[src/rtl/sbox_builder_pkg.sv]
// rtl/sbox_builder_pkg.sv - shared types, defaults and helpers for the S-box builder
// Contents: state_t (IDLE/FILL/DONE/FAIL), default parameter constants, depth().
package sbox_builder_pkg;

    typedef enum logic [1:0] {
        IDLE = 2'd0,
        FILL = 2'd1,
        DONE = 2'd2,
        FAIL = 2'd3
    } state_t;

    localparam int DEF_SAMPLE_W  = 32;
    localparam int DEF_SYM_W     = 8;
    localparam int DEF_LSB_SEL   = 0;
    localparam int DEF_TRY_W     = 16;
    localparam int DEF_MAX_TRIES = 8192;

    // Number of table entries for a given symbol width.
    function automatic int depth(input int sym_w);
        return 1 << sym_w;
    endfunction

endpackage

[src/rtl/sbox_seen_map.sv]
// rtl/sbox_seen_map.sv - one-bit-per-symbol bitmap of symbols already placed in the table
// Ports: clk, rst (async, active-high); clear (single-cycle wipe, wins over set);
//        set_en (mark sym as seen); sym (symbol under test/set); hit (seen[sym], combinational).
module sbox_seen_map
    import sbox_builder_pkg::*;
#(
    parameter int SYM_W = DEF_SYM_W
) (
    input  logic             clk,
    input  logic             rst,
    input  logic             clear,
    input  logic             set_en,
    input  logic [SYM_W-1:0] sym,
    output logic             hit
);

    localparam int N = depth(SYM_W);

    logic [N-1:0] seen;

    always_ff @(posedge clk or posedge rst) begin
        if (rst) begin
            seen <= '0;
        end else if (clear) begin
            seen <= '0;
        end else if (set_en) begin
            seen[sym] <= 1'b1;
        end
    end

    assign hit = seen[sym];

endmodule

[src/rtl/sbox_builder.sv]
// rtl/sbox_builder.sv - builds a 2^SYM_W permutation table from a stream of chaotic samples
// Ports: clk, rst (async, active-high); start (build pulse); in_valid/in_data/in_ready (sample stream);
//        lookup_addr/lookup_data (registered table read); busy, done, fail (status levels);
//        fill_count (unique entries written); tries (samples accepted this build).
// Optional: SBOX_INV_EN adds inv_lookup_addr/inv_lookup_data, a registered read of the inverse table.
module sbox_builder
    import sbox_builder_pkg::*;
#(
    parameter int SAMPLE_W  = DEF_SAMPLE_W,
    parameter int SYM_W     = DEF_SYM_W,
    parameter int LSB_SEL   = DEF_LSB_SEL,
    parameter int TRY_W     = DEF_TRY_W,
    parameter int MAX_TRIES = DEF_MAX_TRIES
) (
    input  logic                clk,
    input  logic                rst,
    input  logic                start,
    input  logic                in_valid,
    input  logic [SAMPLE_W-1:0] in_data,
    output logic                in_ready,
    input  logic [SYM_W-1:0]    lookup_addr,
    output logic [SYM_W-1:0]    lookup_data,
    output logic                busy,
    output logic                done,
    output logic                fail,
    output logic [SYM_W:0]      fill_count,
    output logic [TRY_W-1:0]    tries
`ifdef SBOX_INV_EN
    ,
    input  logic [SYM_W-1:0]    inv_lookup_addr,
    output logic [SYM_W-1:0]    inv_lookup_data
`endif
);

    localparam int N = depth(SYM_W);
    localparam logic [SYM_W:0] LAST_IDX  = (SYM_W+1)'(N - 1);
    localparam logic [TRY_W:0] MAX_T     = (TRY_W+1)'(MAX_TRIES);

    state_t              state, state_nx;
    logic [SYM_W-1:0]    sym;
    logic                hit;
    logic                accept;
    logic                unique_acc;
    logic                clear_build;
    logic                budget_out;
    logic                last_entry;
    logic [TRY_W:0]      tries_plus;
    logic [SYM_W-1:0]    sbox_mem [N];

    // Bits of the sample outside the symbol slice are intentionally ignored.
    logic unused_in;
    assign unused_in = ^in_data;

    assign sym         = in_data[LSB_SEL +: SYM_W];
    assign in_ready    = (state == FILL);
    assign busy        = (state == FILL);
    assign done        = (state == DONE);
    assign fail        = (state == FAIL);
    assign accept      = in_valid && in_ready;
    assign unique_acc  = accept && !hit;
    // start only matters outside FILL; it wipes the per-build bookkeeping but not the table.
    assign clear_build = start && (state != FILL);
    // One bit wider than tries so the budget compare sees the post-increment count.
    assign tries_plus  = {1'b0, tries} + (TRY_W+1)'(1);
    assign budget_out  = (tries_plus >= MAX_T);
    assign last_entry  = (fill_count == LAST_IDX);

    sbox_seen_map #(.SYM_W(SYM_W)) u_seen (
        .clk    (clk),
        .rst    (rst),
        .clear  (clear_build),
        .set_en (unique_acc),
        .sym    (sym),
        .hit    (hit)
    );

    always_ff @(posedge clk or posedge rst) begin
        if (rst) begin
            state <= IDLE;
        end else begin
            state <= state_nx;
        end
    end

    // Completing the table wins over running out of tries on the same sample.
    always_comb begin
        state_nx = state;
        case (state)
            IDLE, DONE, FAIL: if (start) state_nx = FILL;
            FILL: begin
                if (unique_acc && last_entry) begin
                    state_nx = DONE;
                end else if (accept && budget_out) begin
                    state_nx = FAIL;
                end
            end
            default: state_nx = IDLE;
        endcase
    end

    always_ff @(posedge clk or posedge rst) begin
        if (rst) begin
            tries      <= '0;
            fill_count <= '0;
        end else if (clear_build) begin
            tries      <= '0;
            fill_count <= '0;
        end else if (accept) begin
            if (tries != '1) begin
                tries <= tries_plus[TRY_W-1:0];
            end
            if (unique_acc) begin
                fill_count <= fill_count + (SYM_W+1)'(1);
            end
        end
    end

    // Read uses the pre-edge contents, so a same-edge write is not visible yet.
    always_ff @(posedge clk or posedge rst) begin
        if (rst) begin
            for (int i = 0; i < N; i++) begin
                sbox_mem[i] <= '0;
            end
            lookup_data <= '0;
        end else begin
            if (unique_acc) begin
                sbox_mem[fill_count[SYM_W-1:0]] <= sym;
            end
            lookup_data <= sbox_mem[lookup_addr];
        end
    end

`ifdef SBOX_INV_EN
    logic [SYM_W-1:0] inv_mem [N];

    always_ff @(posedge clk or posedge rst) begin
        if (rst) begin
            for (int i = 0; i < N; i++) begin
                inv_mem[i] <= '0;
            end
            inv_lookup_data <= '0;
        end else begin
            if (unique_acc) begin
                inv_mem[sym] <= fill_count[SYM_W-1:0];
            end
            inv_lookup_data <= inv_mem[inv_lookup_addr];
        end
    end
`endif

endmodule

[config.mk]
export PLATFORM = sky130hd
export DESIGN_NAME = sbox_builder
export DESIGN_NICKNAME = d
export VERILOG_FILES = /design/src/rtl/sbox_builder_pkg.sv /design/src/rtl/sbox_seen_map.sv /design/src/rtl/sbox_builder.sv
export SDC_FILE = /design/constraint.sdc
export NUM_CORES = 2
export LEC_CHECK = 0
export CAP_MARGIN = 20
export CORE_MARGIN = 3
export CORE_UTILIZATION = 50
export CTS_BUF_LIST = sky130_fd_sc_hd__clkbuf_8
export CTS_CLUSTER_SIZE = 24
export DETAILED_ROUTE_END_ITERATION = 10
export PLACE_DENSITY = 0.65
export SLEW_MARGIN = 20
export SYNTH_ARGS = -nofsm -noshare
export SYNTH_HDL_FRONTEND = slang
export SYNTH_SLANG_ARGS = --single-unit
[constraint.sdc]
create_clock -name clk -period 118.8 [get_ports clk]
set_input_delay 23.76 -clock clk [delete_from_list [all_inputs] [get_ports clk]]
set_output_delay 23.76 -clock clk [all_outputs]
set_load 0.05 [all_outputs]
==> results.toml <==
[pwr]
cellLeakagePower_nw = 56.8
clockPowerShare_pct = 40.1
power_density_nw_per_um2 = 14.7
p_sw_share_pct = 27.1
power.internal_mw = 1.29
max-vdd-ir-drop_mv = 0.0128
power_frac_seq_pct = 48.2
p_sw_mw = 0.478
combPwrFrac_pct = 11.7

[timing]
slew_violations = 0
rsz0062_at_grt = "no"
setup_viol_count_final = 0
finalSetupTns_ps = 0
fmax_mhz = 32.4
min_period_over_period_pct = 26.0
maxSlewHeadroom_pct = 10.5
tightest_slew_ps = 1340
fin_skew_ps = 81.6
finalWorstPathRequiredPeriod_ps = 30910
hold_violations = 0
fin_ws_ps = 87890

[worst_setup_path]
path_max_fanout = 82
cp_top_family = "buffers and inverters"
r2r_start = "u_seen.seen[239]$_DFFE_PP0P_"
crit_chain = "buf_8 > buf_4 > mux4_2 > mux4_2 > mux2i_1 > mux2i_1 > o21ai_2 > o311a_4 > buf_4 > buf_4 > buf_4 > buf_4 > nand3_4 > mux2_2"
crit_start = "in_data[3]"
worstPathArrival_ps = 31810
r2r_setup_slack_ps = 111810
startpoint_type = "input pin"
cpPeakStageDelay_ps = 910
critical_path_class = "in -> reg"
crit_required_ps = 119700
cp_common_cell = "buf_4"
cp_num_buf_inv = 6
critPathCaptureType = "register"
critical-path-slowest-cell = "buf_4"

[synthesis]
synth_cell_type_count = 53
synthArstFlopShare_pct = 100
yosys_warnings = 0
synth-seq-cells = 2339
avgSynthCellArea_um2 = 16.0
syn_nets = 6870
syn_area_um2 = 109000
ys.flop_type = "dfrtp_1"
syn_inst = 6820
synth_edf_count = 0
synth-seq-area-share_pct = 53.6

[cts]
numCtsBuffers = 399
post-cts-setup-buffers = 0
clk_path_buf_depth = 4
clkSlewWorstSetupHoldPaths_ps = 60
htreeDepth = 5
cts_resized = 0
cts-root-buf = "clkbuf_8"
clk_latency_ps = 1090
cts.sinks = 2339
cts_tree = "built"
ctsHoldBuffers = 0

[global_routing]
grt_max_degree = 186
first_global_vias = 63900
grt_usage_pct = 24.0
grt_first_pass_wirelength_mm = 410
gr-total-overflow = 0
antenna_found_initial = 8

[placement]
place_area_um2 = 112000
portBuffers = 56
dpl.hpwl_mm = 158
dp_cells = 9277
gp_congestion = 0.770
place_ws_ps = 86910

[drt]
viasPerCell = 6.10
first_iter_violations = 4240
route.detailed.drc = 0
drt-total-wl_mm = 265
vias = 60800
firstDrtPassIters = 6
antenna_left = 0
post_drt_wl_per_cell_um = 26.6

[layout]
synthToLayoutAreaGrowth_pct = 9.61
layout.cells.non_filler = 9966
drive_above_1_share_pct = 47.7
final_common_cell = "dfrtp_1"
design_area_um2 = 120000
mostFrequentLayoutCells = "dfrtp_1 (2339), mux2_2 (1755), mux4_2 (734)"
nNetsFinal = 6893

[min_path]
hp-class = "reg -> reg"
min_from = "u_seen.seen[30]$_DFFE_PP0P_"

[floorplanning]
die_height_um = 473
die_w_um = 473
start_util_pct = 50.6
dieArea_um2 = 224000
num_rows = 170
io_pins = 81
core-area_um2 = 216000

[job]
cap_violations = 0

[status]
status = "complete, no violations"
cell type report:
class                   count  area [um^2]
fillers                 17100        96200
multi-input cells        3926        48200
clock inverters           172          782
well taps                2838         3550
diodes                      4         10.0
clock buffers             510         7020
inverters                  12         52.6
repair buffers            165         1520
flip-flops and latches   2339        58500
synth_stat cells, types with 11 or more instances:
library cell / number / share of area [%]
nor2b_1: 15 / 0.086
o21a_1: 11 / 0.076
mux2_2: 1755 / 18
mux4_2: 734 / 15
buf_1: 69 / 0.24
mux2_1: 302 / 3.1
nand2_1: 302 / 1.0
nand3_4: 220 / 3.5
nand4_1: 15 / 0.086
buf_2: 28 / 0.13
nand3_1: 70 / 0.32
clkbuf_1: 413 / 1.4
nor3_1: 12 / 0.055
o21ai_0: 252 / 1.2
mux2i_1: 35 / 0.32
nor2_1: 104 / 0.36
dfrtp_1: 2339 / 54
buf_12: 22 / 0.40
routing by layer:
layer	part of all wire [%]	track usage, %
met1	45	35.0
met2	48	37.8
met3	4.8	4.05
met4	2.1	6.35
met5	0.0026	0
cells by family (layout without fill, tap and decap cells):
group	Yosys count	after routing	synth area share [%]
AO/OA/AOI/OAI	316	316	1.60
flip-flops	2339	2339	53.6
multiplexers	2826	2826	36.7
XOR/XNOR	11	11	0.0882
AND/OR/NAND/NOR	767	767	5.65
other	0	4	0
adder cells (fa/ha/maj)	6	6	0.0687
buffers and inverters	555	859	2.32
sequential cells by signal, indices dropped and copies added, names as in the netlist:
signal / cells
sbox_mem: 2048
u_seen.seen: 256
tries: 16
fill_count: 9
lookup_data: 8
state: 2
final timing paths:
kind,to,depth (start not counted)
max in group asynchronous,sbox_mem[1311]$_DFFE_PP0P_,8
worst max-delay path,sbox_mem[2039]$_DFFE_PP0P_,14
worst max register to register,sbox_mem[2039]$_DFFE_PP0P_,12
worst min register to register,u_seen.seen[30]$_DFFE_PP0P_,2
worst min-delay path,u_seen.seen[30]$_DFFE_PP0P_,2
min in group asynchronous,sbox_mem[727]$_DFFE_PP0P_,2
per-stage QoR:
step	power (mW)	hold WS [ps]	util [%]
after floorplan	1.01	438	-
after global placement	1.07	457	51.8
after detailed placement	1.07	465	51.8
after CTS	1.79	478	55.4
after global routing	1.84	493	55.4
final	1.77	476	55.4
worst reg2reg max path, cell delays in order, from the launching register on:
cell      delay, ps
dfrtp_1         380
mux4_2          490
mux4_2          530
nand2_1          90
nand4_1         150
a311oi_2        410
o311a_4         670
buf_4           810
buf_4          1000
buf_4           820
buf_4           770
nand3_4         330
mux2_2          360
power groups by stage:
stage | sequential [mW] | combinational, mW | clock [mW]
after global placement | 0.862 | 0.205 | 0
final | 0.851 | 0.207 | 0.708
after global routing | 0.854 | 0.220 | 0.764
after floorplan | 0.870 | 0.139 | 0
after CTS | 0.850 | 0.209 | 0.727
after detailed placement | 0.864 | 0.209 | 0
(Power assumes the default switching activity.)
